===== src/rtl/pipeline_pkg.sv =====
// Shared pipeline control types: next-PC encoding, operand-forward selects and
// the hazard-controller FSM states.
package pipeline_pkg;

    localparam logic [2:0] PC_NEXT    = 3'b000;
    localparam int         WAIT_CNT_W = 16;

    typedef enum logic [1:0] {
        FWD_RF  = 2'b00,
        FWD_WB  = 2'b01,
        FWD_MEM = 2'b10
    } fwd_t;

    typedef enum logic {
        ST_RUN      = 1'b0,
        ST_MEM_WAIT = 1'b1
    } hz_state_t;

endpackage


===== src/rtl/hazard_unit_if.sv =====
// Bundle between the pipeline registers and the hazard controller. The
// pipeline (master) presents stage fields; the hazard unit (slave) returns
// per-stage stall/flush, forward selects, status and perf counters.
import pipeline_pkg::*;

interface hazard_unit_if #(parameter int CNT_WIDTH = 32);
    logic [4:0]           Rs1_D, Rs2_D, Rs1_E, Rs2_E, Rd_E, Rd_M, Rd_W;
    logic                 MemRead_E;
    logic [2:0]           PCsrc_E;
    logic                 RegWrite_M, RegWrite_W;
    logic                 mem_req_M, mem_ready;
    logic                 stall_F, stall_D, stall_E, stall_M;
    logic                 flush_D, flush_E;
    fwd_t                 ForwardA_E, ForwardB_E;
    logic                 mem_timeout;
    logic [CNT_WIDTH-1:0] stall_cnt, flush_cnt;
    hz_state_t            dbg_state;

    modport master (
        output Rs1_D, Rs2_D, Rs1_E, Rs2_E, Rd_E, Rd_M, Rd_W, MemRead_E, PCsrc_E,
               RegWrite_M, RegWrite_W, mem_req_M, mem_ready,
        input  stall_F, stall_D, stall_E, stall_M, flush_D, flush_E,
               ForwardA_E, ForwardB_E, mem_timeout, stall_cnt, flush_cnt, dbg_state
    );

    modport slave (
        input  Rs1_D, Rs2_D, Rs1_E, Rs2_E, Rd_E, Rd_M, Rd_W, MemRead_E, PCsrc_E,
               RegWrite_M, RegWrite_W, mem_req_M, mem_ready,
        output stall_F, stall_D, stall_E, stall_M, flush_D, flush_E,
               ForwardA_E, ForwardB_E, mem_timeout, stall_cnt, flush_cnt, dbg_state
    );
endinterface


===== src/rtl/forward_sel.sv =====
// EX-operand forward select for one source register; the MEM producer is
// younger than the WB producer, so it wins when both match.
import pipeline_pkg::*;

module forward_sel (
    input  logic [4:0] rs_i,
    input  logic [4:0] rd_m_i,
    input  logic       regwrite_m_i,
    input  logic [4:0] rd_w_i,
    input  logic       regwrite_w_i,
    output fwd_t       fwd_o
);
    always_comb begin
        fwd_o = FWD_RF;
        if (regwrite_m_i && (rd_m_i != 5'd0) && (rd_m_i == rs_i)) begin
            fwd_o = FWD_MEM;
        end else if (regwrite_w_i && (rd_w_i != 5'd0) && (rd_w_i == rs_i)) begin
            fwd_o = FWD_WB;
        end
    end
endmodule


===== src/rtl/hazard_unit.sv =====
// Pipeline hazard controller: memory-wait sequencing, redirect flushes,
// load-use bubbles, EX forwarding selects and stall/flush perf counters.
import pipeline_pkg::*;

module hazard_unit #(
    parameter int WAIT_TIMEOUT = 255,
    parameter int CNT_WIDTH    = 32
) (
    input logic          clk,
    input logic          rst_n,
    hazard_unit_if.slave hz
);
    localparam logic [WAIT_CNT_W-1:0] WAIT_LIM = WAIT_CNT_W'(WAIT_TIMEOUT);

    hz_state_t            state_q;
    logic [WAIT_CNT_W-1:0] wait_cnt_q, wait_cnt_d;
    logic                 mem_timeout_q;
    logic [CNT_WIDTH-1:0] stall_cnt_q, flush_cnt_q;

    logic mem_hold, redirect, load_use, take_redirect;
    logic stall_f, stall_d, stall_e, stall_m, flush_d, flush_e;
    fwd_t fwd_a, fwd_b;

    forward_sel u_fwd_a (
        .rs_i(hz.Rs1_E), .rd_m_i(hz.Rd_M), .regwrite_m_i(hz.RegWrite_M),
        .rd_w_i(hz.Rd_W), .regwrite_w_i(hz.RegWrite_W), .fwd_o(fwd_a)
    );

    forward_sel u_fwd_b (
        .rs_i(hz.Rs2_E), .rd_m_i(hz.Rd_M), .regwrite_m_i(hz.RegWrite_M),
        .rd_w_i(hz.Rd_W), .regwrite_w_i(hz.RegWrite_W), .fwd_o(fwd_b)
    );

    // Once waiting, only mem_ready releases; the request itself need not stay high.
    always_comb begin
        mem_hold      = (state_q == ST_RUN) ? (hz.mem_req_M && !hz.mem_ready) : !hz.mem_ready;
        redirect      = (hz.PCsrc_E != PC_NEXT);
        load_use      = hz.MemRead_E && (hz.Rd_E != 5'd0) &&
                        ((hz.Rd_E == hz.Rs1_D) || (hz.Rd_E == hz.Rs2_D));
        take_redirect = rst_n && !mem_hold && redirect;
        wait_cnt_d    = (wait_cnt_q == '1) ? wait_cnt_q : wait_cnt_q + WAIT_CNT_W'(1);

        stall_f = 1'b0;
        stall_d = 1'b0;
        stall_e = 1'b0;
        stall_m = 1'b0;
        flush_d = 1'b0;
        flush_e = 1'b0;
        if (!rst_n) begin
            flush_d = 1'b1;
            flush_e = 1'b1;
        end else if (mem_hold) begin
            stall_f = 1'b1;
            stall_d = 1'b1;
            stall_e = 1'b1;
            stall_m = 1'b1;
        end else if (redirect) begin
            flush_d = 1'b1;
            flush_e = 1'b1;
        end else if (load_use) begin
            stall_f = 1'b1;
            stall_d = 1'b1;
            flush_e = 1'b1;
        end
    end

    always_ff @(posedge clk or negedge rst_n) begin
        if (!rst_n) begin
            state_q       <= ST_RUN;
            wait_cnt_q    <= '0;
            mem_timeout_q <= 1'b0;
            stall_cnt_q   <= '0;
            flush_cnt_q   <= '0;
        end else begin
            case (state_q)
                ST_RUN: begin
                    if (mem_hold) begin
                        state_q    <= ST_MEM_WAIT;
                        wait_cnt_q <= WAIT_CNT_W'(1);
                    end
                end
                ST_MEM_WAIT: begin
                    if (hz.mem_ready) begin
                        state_q    <= ST_RUN;
                        wait_cnt_q <= '0;
                    end else begin
                        wait_cnt_q <= wait_cnt_d;
                        if (wait_cnt_d >= WAIT_LIM) mem_timeout_q <= 1'b1;
                    end
                end
                default: begin
                    state_q    <= ST_RUN;
                    wait_cnt_q <= '0;
                end
            endcase
            if (stall_f)       stall_cnt_q <= stall_cnt_q + CNT_WIDTH'(1);
            if (take_redirect) flush_cnt_q <= flush_cnt_q + CNT_WIDTH'(1);
        end
    end

    assign hz.stall_F     = stall_f;
    assign hz.stall_D     = stall_d;
    assign hz.stall_E     = stall_e;
    assign hz.stall_M     = stall_m;
    assign hz.flush_D     = flush_d;
    assign hz.flush_E     = flush_e;
    assign hz.ForwardA_E  = rst_n ? fwd_a : FWD_RF;
    assign hz.ForwardB_E  = rst_n ? fwd_b : FWD_RF;
    assign hz.mem_timeout = mem_timeout_q;
    assign hz.stall_cnt   = stall_cnt_q;
    assign hz.flush_cnt   = flush_cnt_q;
    assign hz.dbg_state   = state_q;
endmodule


===== src/flat_wrapper.sv =====
// flat-port wrapper written by rule: the top's interface ports become plain ports
module hazard_unit_flat 
#(
    parameter int WAIT_TIMEOUT = 255,
    parameter int CNT_WIDTH    = 32
)
  (clk, rst_n, hz_Rs1_D, hz_Rs2_D, hz_Rs1_E, hz_Rs2_E, hz_Rd_E, hz_Rd_M, hz_Rd_W, hz_MemRead_E, hz_PCsrc_E, hz_RegWrite_M, hz_RegWrite_W, hz_mem_req_M, hz_mem_ready, hz_stall_F, hz_stall_D, hz_stall_E, hz_stall_M, hz_flush_D, hz_flush_E, hz_ForwardA_E, hz_ForwardB_E, hz_mem_timeout, hz_stall_cnt, hz_flush_cnt, hz_dbg_state);
  hazard_unit_if #(.CNT_WIDTH(CNT_WIDTH)) hz_i ();
  input logic clk;
  input logic rst_n;
  input wire logic [$bits(hz_i.Rs1_D)-1:0] hz_Rs1_D;
  input wire logic [$bits(hz_i.Rs2_D)-1:0] hz_Rs2_D;
  input wire logic [$bits(hz_i.Rs1_E)-1:0] hz_Rs1_E;
  input wire logic [$bits(hz_i.Rs2_E)-1:0] hz_Rs2_E;
  input wire logic [$bits(hz_i.Rd_E)-1:0] hz_Rd_E;
  input wire logic [$bits(hz_i.Rd_M)-1:0] hz_Rd_M;
  input wire logic [$bits(hz_i.Rd_W)-1:0] hz_Rd_W;
  input wire logic [$bits(hz_i.MemRead_E)-1:0] hz_MemRead_E;
  input wire logic [$bits(hz_i.PCsrc_E)-1:0] hz_PCsrc_E;
  input wire logic [$bits(hz_i.RegWrite_M)-1:0] hz_RegWrite_M;
  input wire logic [$bits(hz_i.RegWrite_W)-1:0] hz_RegWrite_W;
  input wire logic [$bits(hz_i.mem_req_M)-1:0] hz_mem_req_M;
  input wire logic [$bits(hz_i.mem_ready)-1:0] hz_mem_ready;
  output wire logic [$bits(hz_i.stall_F)-1:0] hz_stall_F;
  output wire logic [$bits(hz_i.stall_D)-1:0] hz_stall_D;
  output wire logic [$bits(hz_i.stall_E)-1:0] hz_stall_E;
  output wire logic [$bits(hz_i.stall_M)-1:0] hz_stall_M;
  output wire logic [$bits(hz_i.flush_D)-1:0] hz_flush_D;
  output wire logic [$bits(hz_i.flush_E)-1:0] hz_flush_E;
  output wire logic [$bits(hz_i.ForwardA_E)-1:0] hz_ForwardA_E;
  output wire logic [$bits(hz_i.ForwardB_E)-1:0] hz_ForwardB_E;
  output wire logic [$bits(hz_i.mem_timeout)-1:0] hz_mem_timeout;
  output wire logic [$bits(hz_i.stall_cnt)-1:0] hz_stall_cnt;
  output wire logic [$bits(hz_i.flush_cnt)-1:0] hz_flush_cnt;
  output wire logic [$bits(hz_i.dbg_state)-1:0] hz_dbg_state;
  assign hz_i.Rs1_D = hz_Rs1_D;
  assign hz_i.Rs2_D = hz_Rs2_D;
  assign hz_i.Rs1_E = hz_Rs1_E;
  assign hz_i.Rs2_E = hz_Rs2_E;
  assign hz_i.Rd_E = hz_Rd_E;
  assign hz_i.Rd_M = hz_Rd_M;
  assign hz_i.Rd_W = hz_Rd_W;
  assign hz_i.MemRead_E = hz_MemRead_E;
  assign hz_i.PCsrc_E = hz_PCsrc_E;
  assign hz_i.RegWrite_M = hz_RegWrite_M;
  assign hz_i.RegWrite_W = hz_RegWrite_W;
  assign hz_i.mem_req_M = hz_mem_req_M;
  assign hz_i.mem_ready = hz_mem_ready;
  assign hz_stall_F = hz_i.stall_F;
  assign hz_stall_D = hz_i.stall_D;
  assign hz_stall_E = hz_i.stall_E;
  assign hz_stall_M = hz_i.stall_M;
  assign hz_flush_D = hz_i.flush_D;
  assign hz_flush_E = hz_i.flush_E;
  assign hz_ForwardA_E = hz_i.ForwardA_E;
  assign hz_ForwardB_E = hz_i.ForwardB_E;
  assign hz_mem_timeout = hz_i.mem_timeout;
  assign hz_stall_cnt = hz_i.stall_cnt;
  assign hz_flush_cnt = hz_i.flush_cnt;
  assign hz_dbg_state = hz_i.dbg_state;
  hazard_unit #(.WAIT_TIMEOUT(WAIT_TIMEOUT), .CNT_WIDTH(CNT_WIDTH)) u_core (.clk(clk), .rst_n(rst_n), .hz(hz_i));
endmodule

===== config.mk =====
export PLATFORM = sky130hd
export DESIGN_NAME = hazard_unit_flat
export DESIGN_NICKNAME = d
export VERILOG_FILES = /design/src/rtl/pipeline_pkg.sv /design/src/rtl/hazard_unit_if.sv /design/src/rtl/forward_sel.sv /design/src/rtl/hazard_unit.sv /design/src/flat_wrapper.sv
export SDC_FILE = /design/constraint.sdc
export NUM_CORES = 1
export LEC_CHECK = 0
export CORE_ASPECT_RATIO = 1.25
export CORE_MARGIN = 2
export CORE_UTILIZATION = 45
export CTS_CLUSTER_DIAMETER = 150
export DETAILED_ROUTE_END_ITERATION = 12
export PLACE_DENSITY_LB_ADDON = 0.3
export RECOVER_POWER = 100
export SLEW_MARGIN = 20
export SYNTH_ARGS = -nofsm -noshare
export SYNTH_HDL_FRONTEND = slang
export SYNTH_SLANG_ARGS = --single-unit

===== constraint.sdc =====
create_clock -name clk -period 6.4 [get_ports clk]
set_clock_uncertainty 0.05 [all_clocks]
set_input_delay 1.92 -clock clk [delete_from_list [all_inputs] [get_ports clk]]
set_output_delay 1.92 -clock clk [all_outputs]
set_load 0.005 [all_outputs]

==> metrics.txt <==
Post-Synth Simple-Gate Area 0.259; Max H-tree Level 3; Worst-Skew Late Latency 0.34 ns; NumNets Final 631; Critical Path Sink Type primary output; initial core utilization 0.460; Max-slew headroom -1.46; VDD IR max 0.175 mV; Port Buffers 120; Antenna Cells 0; vias in the first global route 3827; CTS hold repair buffers 0; Crit Path Max Fanout 3; total congestion overflow 0; Cells after Synth 468; Tcrit/Tclk final 0.957; Final min period 6.12 ns; setup violators final 0; Synth Area in Adders 0.00807; failing checks capacitance limit, slew limit; Slew @ Worst Pin 3.69 ns; CTS tree done; CTS clk-pin slew, worst paths 0.06 ns; GPL Wtd Cong 0.825; Sequential Area 2050 um^2; unrepaired setup endpoints after global routing false; total CTS buffers 9; Root Driver clkbuf_16; # IOs 121; pwr dens 215 nW/um^2; dpl cells 701; Area after DPL 5920 um^2; startpoint types primary input; Mapped Nets 516; Final Cell Area 6110 um^2; Post-route DRC 0; fmax 163 MHz; most common cell after layout, fill and taps aside dfrtp_1; largest family of logic cells by synthesized area simple AND/OR/NAND/NOR gates; fillcell total 875; mux cell area share after synthesis 0.00915; setup TNS 0 ns; grt met1 use 0.241; synthesized area per cell 9.94 um^2; Post-CTS Setup Repair Bufs 0; first-pass GRT wire length 18200 um; Die Area 11200 um^2; crit path DAT 4.15 ns; WP data required 4.43 ns; DRT Wirelength 11000 um; critical path type primary input to primary output; ys flop type dfrtp_1; Starting DRT DRC Count 116; gr busiest metal met2; XOR/XNOR Fraction of Synth Area 0.177; TritonRoute pass-1 iters 5; post-synthesis compound-gate area fraction 0.0761; # clock sinks 82; Final ANT Viol Nets 0; Max Cap Viol 1; via/cell ratio 5.43; largest net degree at the start of global routing 71; Seq/Total Area, Yosys 0.441; Final Non-Filler Cells 717; gr usage total 0.203; met2 Usage GRT 0.348; commonest cells after routing, fill and taps aside dfrtp_1 (82), dlygate4sd3_1 (75), xnor2_1 (47), xor2_1 (47), clkdlybuf4s50_1 (44); synthesized area 4650 um^2; synthesized flop and latch total 82; area of the multi-input gates 2360 um^2; HPWL Detailed 8140 um; Max Buffers Root-to-Sink 2; Yosys warning count 0; grt met3 use 0.0589; Die Ht 118 um; Post-CTS Resized 0; row cnt 41; max-slew violation count 71; status finished with violations; DR vias 3890; Die X 94.9 um; Core ar. 10100 um^2; initial antenna violation count 0; Worst Hold Class flop to flop; Avg WL per Cell 15.4 um; Pleak 2.81 nW; Distinct cells, synth 55; ratio of cells with drive above 1 in the final layout 0.0391; Async S/R FF share, synth 1.00; count of flip-flops with a built-in enable after synthesis 0; hold violation count in the final report 0; area grow syn2layout 31.3%
-- stage by stage --
stage                     power, mW  hold slack, ns   util  worst slack, ns
after global routing           1.37           0.452  0.604            0.123
after detailed placement      0.839           0.407  0.586            0.323
after floorplan               0.698           0.415      -             1.28
after CTS                      1.35           0.432  0.616            0.313
final                          1.31           0.426  0.604            0.278
after global placement        0.832           0.410  0.586            0.382
-- cells by family after synthesis --
logic type,count (synthesis)
buf+inv,25
fa+ha+maj,3
simple gates,201
compound gates,59
flops,82
xor+xnor,94
mux,4
-- flip-flops by register name, indices dropped and copies added (netlist names) --
register and flops:
u_core.hz.flush_cnt 32, u_core.hz.stall_cnt 32, u_core.hz.dbg_state 1, u_core.wait_cnt_q 16
u_core.hz.mem_timeout 1
-- synth_stat cells (3+ instances only) --
cell / instances / area (um^2)
dfrtp_1: 82 / 2050
xnor2_1: 47 / 412
xor2_1: 47 / 412
nand2_1: 40 / 150
nand3_1: 37 / 185
nor2_1: 29 / 109
a21oi_1: 20 / 100
o21ai_0: 18 / 90.1
nand4_1: 16 / 100
nor3_1: 13 / 65.1
and3_1: 11 / 68.8
and4_1: 11 / 96.3
clkbuf_1: 7 / 26.3
inv_1: 6 / 22.5
nor3b_1: 6 / 45.0
buf_2: 5 / 25.0
nor4_1: 5 / 31.3
o22ai_1: 5 / 31.3
and2_1: 4 / 25.0
or4_1: 4 / 30.0
a31oi_1: 3 / 18.8
buf_4: 3 / 22.5
buf_6: 3 / 33.8
ha_1: 3 / 37.5
nor4_4: 3 / 63.8
nor4b_2: 3 / 45.0
-- critical path, stage by stage --
cell and delay (ns):
clkdlybuf4s50_1 0.47, or4_1 0.53, o21ai_0 0.23, nor4_1 0.13
nor4_1 0.26, dlygate4sd3_1 0.60
-- power breakdown --
group | internal, mW | switching [mW]
clock | 0.297 | 0.207
sequential | 0.555 | 0.0460
combinational | 0.119 | 0.0905
total | 0.971 | 0.343
-- layout make-up --
type | instances | area share
multi-input cells | 361 | 0.387
flip-flops and latches | 82 | 0.336
repair buffers | 123 | 0.198
clock buffers | 12 | 0.0436
well taps | 129 | 0.0264
clock inverters | 4 | 0.00553
inverters | 6 | 0.00369
-- metal layers --
metal / up-vias / share of wire
met4: 0 / 0.012
met1: 1885 / 0.42
met2: 106 / 0.51
met5: - / 0
met3: 9 / 0.065
li1: 1890 / -
-- path summary, 6_finish.rpt --
| path | end | depth (start not counted) | slack [ns] | startpoint |
|---|---|---|---|---|
| min in group asynchronous | u_core.hz.stall_cnt[29] | 1 | 1.41 | rst_n |
| max in group asynchronous | u_core.hz.stall_cnt[0] | 2 | 1.10 | rst_n |
| max reg2reg | u_core.hz.stall_cnt[31] | 7 | 3.48 | u_core.hz.dbg_state |
| min reg2reg | u_core.hz.stall_cnt[31] | 1 | 0.43 | u_core.hz.stall_cnt[31] |
| min | u_core.hz.stall_cnt[31] | 1 | 0.43 | u_core.hz.stall_cnt[31] |
| max | hz_ForwardA_E[0] | 6 | 0.28 | hz_Rd_M[0] |
Note: power is estimated with default switching activity, not from simulation.
